## config.mk

```make
export PLATFORM = sky130hd
export DESIGN_NAME = pong_game_ctrl
export DESIGN_NICKNAME = d
export VERILOG_FILES = /design/src/rtl/pong_pkg.sv /design/src/rtl/pong_serve_timer.sv /design/src/rtl/pong_game_ctrl.sv
export SDC_FILE = /design/constraint.sdc
export NUM_CORES = 1
export LEC_CHECK = 0
export ABC_AREA = 1
export BUFFER_PORTS_ARGS = -buffer_cell sky130_fd_sc_hd__buf_2
export CAP_MARGIN = 5
export CORE_AREA = 3 3 56 58
export CTS_CLUSTER_DIAMETER = 100
export DETAILED_ROUTE_END_ITERATION = 6
export DIE_AREA = 0 0 59 61
export GPL_ROUTABILITY_DRIVEN = 0
export PLACE_DENSITY = 0.69
export SETUP_SLACK_MARGIN = 0.5
export SLEW_MARGIN = 25
export SYNTH_ARGS = -nofsm -noshare
export SYNTH_HDL_FRONTEND = slang
export SYNTH_HIERARCHICAL = 1
export SYNTH_SLANG_ARGS = --single-unit
```

## constraint.sdc

```tcl
create_clock -name i_Clk -period 6.15 [get_ports i_Clk]
set_clock_uncertainty 0.2 [all_clocks]
set_input_delay 1.23 -clock i_Clk [delete_from_list [all_inputs] [get_ports i_Clk]]
set_output_delay 1.23 -clock i_Clk [all_outputs]
set_load 0.02 [all_outputs]
```

## src/rtl/pong_pkg.sv

```systemverilog
// pong_pkg: shared state encodings, winner codes and UART command bytes for the Pong controller
package pong_pkg;
  typedef enum logic [2:0] {
    ST_IDLE      = 3'd0,
    ST_SERVE     = 3'd1,
    ST_PLAY      = 3'd2,
    ST_POINT     = 3'd3,
    ST_GAME_OVER = 3'd4,
    ST_PAUSE     = 3'd5
  } state_t;
  typedef enum logic [1:0] {
    WIN_NONE = 2'b00,
    WIN_P1   = 2'b01,
    WIN_P2   = 2'b10
  } winner_t;
  localparam logic [7:0] CMD_START = 8'h53;
  localparam logic [7:0] CMD_PAUSE = 8'h50;
  localparam logic [7:0] CMD_RESET = 8'h52;
endpackage

```

## src/rtl/pong_serve_timer.sv

```systemverilog
// pong_serve_timer: counts frame ticks during a serve and pulses o_Done on the last one
//   i_Clk, i_Rst (sync, active-high), i_Clear (restart count), i_Tick (frame pulse),
//   i_Hold (freeze count), o_Done (combinational pulse on the tick that ends the serve)
module pong_serve_timer #(
  parameter int SERVE_DELAY_FRAMES = 60
) (
  input  logic i_Clk,
  input  logic i_Rst,
  input  logic i_Clear,
  input  logic i_Tick,
  input  logic i_Hold,
  output logic o_Done
);
  localparam int CW = (SERVE_DELAY_FRAMES > 1) ? $clog2(SERVE_DELAY_FRAMES) : 1;
  localparam logic [CW-1:0] LAST = CW'(SERVE_DELAY_FRAMES - 1);
  logic [CW-1:0] cnt;
  logic          adv;
  assign adv    = i_Tick && !i_Hold;
  assign o_Done = adv && (cnt == LAST);
  always_ff @(posedge i_Clk) begin
    if (i_Rst || i_Clear) cnt <= '0;
    else if (adv) cnt <= o_Done ? '0 : cnt + 1'b1;
  end
endmodule

```

## src/rtl/pong_game_ctrl.sv

```systemverilog
// pong_game_ctrl: match flow controller (idle/serve/play/point/game-over) with score keeping
//   i_Clk, i_Rst (sync, active-high); i_Frame_Tick, i_Start, i_P1_Miss, i_P2_Miss pulses;
//   i_RX_DV/i_RX_Byte UART commands ('S' start, 'P' pause toggle, 'R' reset) when
//   PONG_UART_CMD_EN is defined, ignored otherwise.
//   o_Ball_En, o_Ball_Reset, o_Serve_Dir, o_P1_Score, o_P2_Score, o_Winner, o_State.
module pong_game_ctrl
  import pong_pkg::*;
#(
  parameter int SCORE_LIMIT        = 9,
  parameter int SCORE_WIDTH        = 4,
  parameter int SERVE_DELAY_FRAMES = 60
) (
  input  logic                   i_Clk,
  input  logic                   i_Rst,
  input  logic                   i_Frame_Tick,
  input  logic                   i_Start,
  input  logic                   i_P1_Miss,
  input  logic                   i_P2_Miss,
  input  logic                   i_RX_DV,
  input  logic [7:0]             i_RX_Byte,
  output logic                   o_Ball_En,
  output logic                   o_Ball_Reset,
  output logic                   o_Serve_Dir,
  output logic [SCORE_WIDTH-1:0] o_P1_Score,
  output logic [SCORE_WIDTH-1:0] o_P2_Score,
  output logic [1:0]             o_Winner,
  output logic [2:0]             o_State
);
  localparam logic [SCORE_WIDTH-1:0] LIM = SCORE_WIDTH'(SCORE_LIMIT);
  state_t  state, state_nxt;
  winner_t winner;
  logic    start, pause_cmd, reset_cmd, serve_done, enter_serve, miss;
`ifdef PONG_UART_CMD_EN
  // A UART command outranks a same-cycle switch pulse: 'R' overrides everything below it.
  assign start     = (i_RX_DV && i_RX_Byte == CMD_START) || i_Start;
  assign pause_cmd = i_RX_DV && i_RX_Byte == CMD_PAUSE;
  assign reset_cmd = i_RX_DV && i_RX_Byte == CMD_RESET;
`else
  logic unused_rx;
  assign unused_rx = ^{i_RX_DV, i_RX_Byte};
  assign start     = i_Start;
  assign pause_cmd = 1'b0;
  assign reset_cmd = 1'b0;
`endif
  assign miss        = i_P1_Miss || i_P2_Miss;
  assign enter_serve = (state_nxt == ST_SERVE) && (state != ST_SERVE);
  pong_serve_timer #(.SERVE_DELAY_FRAMES(SERVE_DELAY_FRAMES)) u_timer (
    .i_Clk  (i_Clk),
    .i_Rst  (i_Rst),
    .i_Clear(enter_serve),
    .i_Tick (i_Frame_Tick && state == ST_SERVE),
    .i_Hold (state == ST_PAUSE),
    .o_Done (serve_done)
  );
  always_ff @(posedge i_Clk) begin
    if (i_Rst) state <= ST_IDLE;
    else state <= state_nxt;
  end
  always_comb begin
    state_nxt = state;
    case (state)
      ST_IDLE:      state_nxt = start ? ST_SERVE : ST_IDLE;
      ST_SERVE:     state_nxt = serve_done ? ST_PLAY : ST_SERVE;
      ST_PLAY:      state_nxt = pause_cmd ? ST_PAUSE : miss ? ST_POINT : ST_PLAY;
      ST_POINT:     state_nxt = (o_P1_Score == LIM || o_P2_Score == LIM) ? ST_GAME_OVER : ST_SERVE;
      ST_GAME_OVER: state_nxt = start ? ST_SERVE : ST_GAME_OVER;
      ST_PAUSE:     state_nxt = pause_cmd ? ST_PLAY : ST_PAUSE;
      default:      state_nxt = ST_IDLE;
    endcase
    if (reset_cmd) state_nxt = ST_IDLE;
  end
  always_comb begin
    o_Ball_En = state == ST_PLAY;
    o_State   = state;
    o_Winner  = winner;
  end
  always_ff @(posedge i_Clk) begin
    if (i_Rst) begin
      o_Ball_Reset <= 1'b0;
      o_Serve_Dir  <= 1'b0;
      o_P1_Score   <= '0;
      o_P2_Score   <= '0;
      winner       <= WIN_NONE;
    end else begin
      o_Ball_Reset <= enter_serve;
      if (reset_cmd || (state == ST_GAME_OVER && enter_serve)) begin
        o_P1_Score <= '0;
        o_P2_Score <= '0;
        winner     <= WIN_NONE;
      end else if (state == ST_PLAY && state_nxt == ST_POINT) begin
        // P1's miss wins a tie; the P2 miss in the same cycle is dropped.
        if (i_P1_Miss) begin
          o_P2_Score  <= o_P2_Score + 1'b1;
          o_Serve_Dir <= 1'b0;
        end else begin
          o_P1_Score  <= o_P1_Score + 1'b1;
          o_Serve_Dir <= 1'b1;
        end
      end else if (state == ST_POINT && state_nxt == ST_GAME_OVER) begin
        winner <= (o_P1_Score == LIM) ? WIN_P1 : WIN_P2;
      end
    end
  end
endmodule

```

==> impl_metrics.tcl <==
set metrics [dict create \
    ys_seq_elements 21 \
    min_period_ns 2.96 \
    worstSkewPairLatency_ns 0.30 \
    swShare 0.260 \
    die_y_um 61 \
    h-tree-depth 1 \
    p_seq_frac 0.610 \
    p_leak_nw 0.607 \
    core_area_sq_um 2710 \
    start_util 0.432 \
    syn2layout_area_growth_pct 14.7 \
    grt_usage 0.149 \
    chipWidth_um 59 \
    ctsHoldBuffers 0 \
    clock.fmax_mhz 338 \
    wl_met3_um 113 \
    p_per_area_nw_per_um2 170 \
    topRoutingLayerUsed "met4" \
    nets 211 \
    grt_pass1_wl_mm 4.22 \
    hold_class "flip-flop to flip-flop" \
    relSlewSlack 0.661 \
    worst_slew_pin_slew_ns 0.509 \
    wire_per_inst_um 11.5 \
    cp_cell_sequence "buf_2 -> inv_1 -> nor2_1 -> nand3_4 -> nor2_4 -> inv_1 -> nor2_1 -> nor2_1 -> nor2_1 -> nand3_1 -> inv_1 -> nor2_1 -> nor2_1 -> inv_2 -> nor2_4 -> nand2_1 -> nor2_1" \
    p_comb_frac 0.097 \
    syn_avg_cell_area_sq_um 7.09 \
    post-route-drc-count 0 \
    rsz0062_at_grt "no" \
    vdd_ir_drop_max_v 0.0000935 \
    via_per_inst 5.06 \
    path_class "input port to flip-flop" \
    syn-num-nets 185 \
    synth_cell_types 20 \
    grt_max_degree 13 \
    syn_inst 165 \
    ios 31 \
    status "finished, final reports clean" \
    dr.pass1.iters 4 \
    grt_pass1_vias 1079 \
    cts-buffers-inserted 3 \
    cts_tree "done" \
    post_cts_buffers 0 \
    grt-ovfl-total 0 \
    cap_violations 0 \
    end_kind "flip-flop" \
    wl_met1_mm 1.10 \
    rows 19 \
    worst-path-buf-inv 5 \
    cts.sinks 21 \
    die_area_sq_um 3600 \
    drv_slew 0 \
    pwr-share-clk 0.293 \
    drtIter0Drc 31 \
    dr_wl_met2_mm 1.31 \
    ant_nets 0 \
    finalSetupTns_ns 0 \
    fin_util 0.495 \
    cts_buffer_depth 2 \
    io_buffers 21 \
    crit_required_ns 6.19 \
    layout-drive-gt1-share 0.221 \
    post-route-period-util 0.481 \
    crit_fanout 4 \
    clkTransAtPathRegs_ns 0.13 \
    path_common_cell "nor2_1" \
    crit_path_start_kind "input port" \
    slowest_stage "nor2_1" \
    switchingPower_uw 59.5 \
    p_int_uw 169 \
    vias 1119 \
    antenna_found_initial 0 \
    finalHoldViolCount 0 \
    critPathTopFamily "simple AND/OR/NAND/NOR gates" \
    cts_resized 0 \
    worst_path_largest_cell_delay_ns 0.29 \
    holdWs_ns 0.274 \
    totalWireLength_mm 2.54 \
    antenna_cells 0 \
    yosysWarnings 6 \
    synth.cell_area_sq_um 1170 \
    setup_viol 0 \
    ys_seq_area_frac 0.359 \
    cts-root-buf "clkbuf_4" \
    arrival_ns 3.00 \
    place.detailed.hpwl_mm 2.06 \
]
-- flip-flops by register name, summed over array words and instances, names as in the netlist --
| signal | count |
|---|---|
| u_timer/cnt | 6 |
| o_P1_Score | 4 |
| o_P2_Score | 4 |
| o_State | 3 |
| o_Winner | 2 |
| o_Ball_Reset | 1 |
| o_Serve_Dir | 1 |
-- worst paths after layout --
path / from / endpoint / slack, ns / cells past startpoint
worst max-delay path: i_Frame_Tick / u_timer/cnt[5]$_SDFFE_PP0P_ / 3.19 / 17
worst min-delay path: o_Winner[0]$_SDFFE_PP0P_ / o_Winner[0]$_SDFFE_PP0P_ / 0.27 / 2
worst max register to register: o_State[0]$_SDFF_PP0_ / u_timer/cnt[5]$_SDFFE_PP0P_ / 3.49 / 18
worst min register to register: o_Winner[0]$_SDFFE_PP0P_ / o_Winner[0]$_SDFFE_PP0P_ / 0.27 / 2
-- power groups by stage --
stage               registers (mW)  logic (mW)  clock network [mW]
finish                       0.139      0.0221              0.0671
detailed placement           0.142      0.0221                   0
floorplan                    0.144      0.0138                   0
global placement             0.142      0.0212                   0
CTS                          0.139      0.0222              0.0702
global route                 0.140      0.0250              0.0747
-- synthesized netlist by cell type (all sizes together) --
cell	number	area (sq um)
ha	5	62.6
a21oi	14	70.1
inv	27	101
nand4	2	12.5
nand3b	2	15.0
o21ai	1	5.00
dfxtp	21	420
nor2	27	144
o211ai	1	7.51
nand2	40	153
xor2	2	17.5
o31ai	1	21.3
o21bai	1	7.51
nand3	21	133
-- cell families (layout without fill, tap and decap cells) --
group | after synthesis | after routing | synth area share
and+or+nand+nor | 92 | 92 | 0.390
xor gates and xnor gates | 2 | 2 | 0.0150
adders and majority gates | 5 | 5 | 0.0535
buffers and inverters | 27 | 52 | 0.0866
AOI/OAI and AO/OA | 18 | 18 | 0.0952
DFF | 21 | 21 | 0.359
-- placed cells by master, fill, tap and decap left out, drive strengths merged --
cell type  netlist  routed
a21oi           14      14
buf              0      21
clkbuf           0       3
clkinv           0       1
dfxtp           21      21
ha               5       5
inv             27      27
nand2           40      40
nand3           21      21
nand3b           2       2
nand4            2       2
nor2            27      27
o211ai           1       1
o21ai            1       1
o21bai           1       1
o31ai            1       1
xor2             2       2
-- area by class of cell --
type	count	area, sq um
inverter	27	101
timing repair buffer	21	105
tap	31	38.8
clock inverter	1	5.00
multi-input combinational	117	648
clock buffer	3	22.5
sequential	21	420
fill	295	1370
-- per-stage QoR --
step	setup slack, ns	std cells	total power, mW	instance area (sq um)
floorplan	3.19	165	0.157	1170
global placement	2.92	217	0.164	1310
detailed placement	2.86	217	0.165	1310
CTS	3.17	221	0.232	1340
global route	2.89	221	0.239	1340
finish	3.19	221	0.229	1340
-- worst min-delay path, cell delays in order, from the launching register on --
cell,delay [ns]
dfxtp_1,0.33
nand2_1,0.06
a21oi_1,0.05
-- layer usage --
metal  vias up  track usage
met4         0       0.0615
met5         -            0
met3         2       0.0298
met2        25        0.273
li1        570            -
met1       522        0.169
Note: power is estimated with default switching activity, not from simulation.
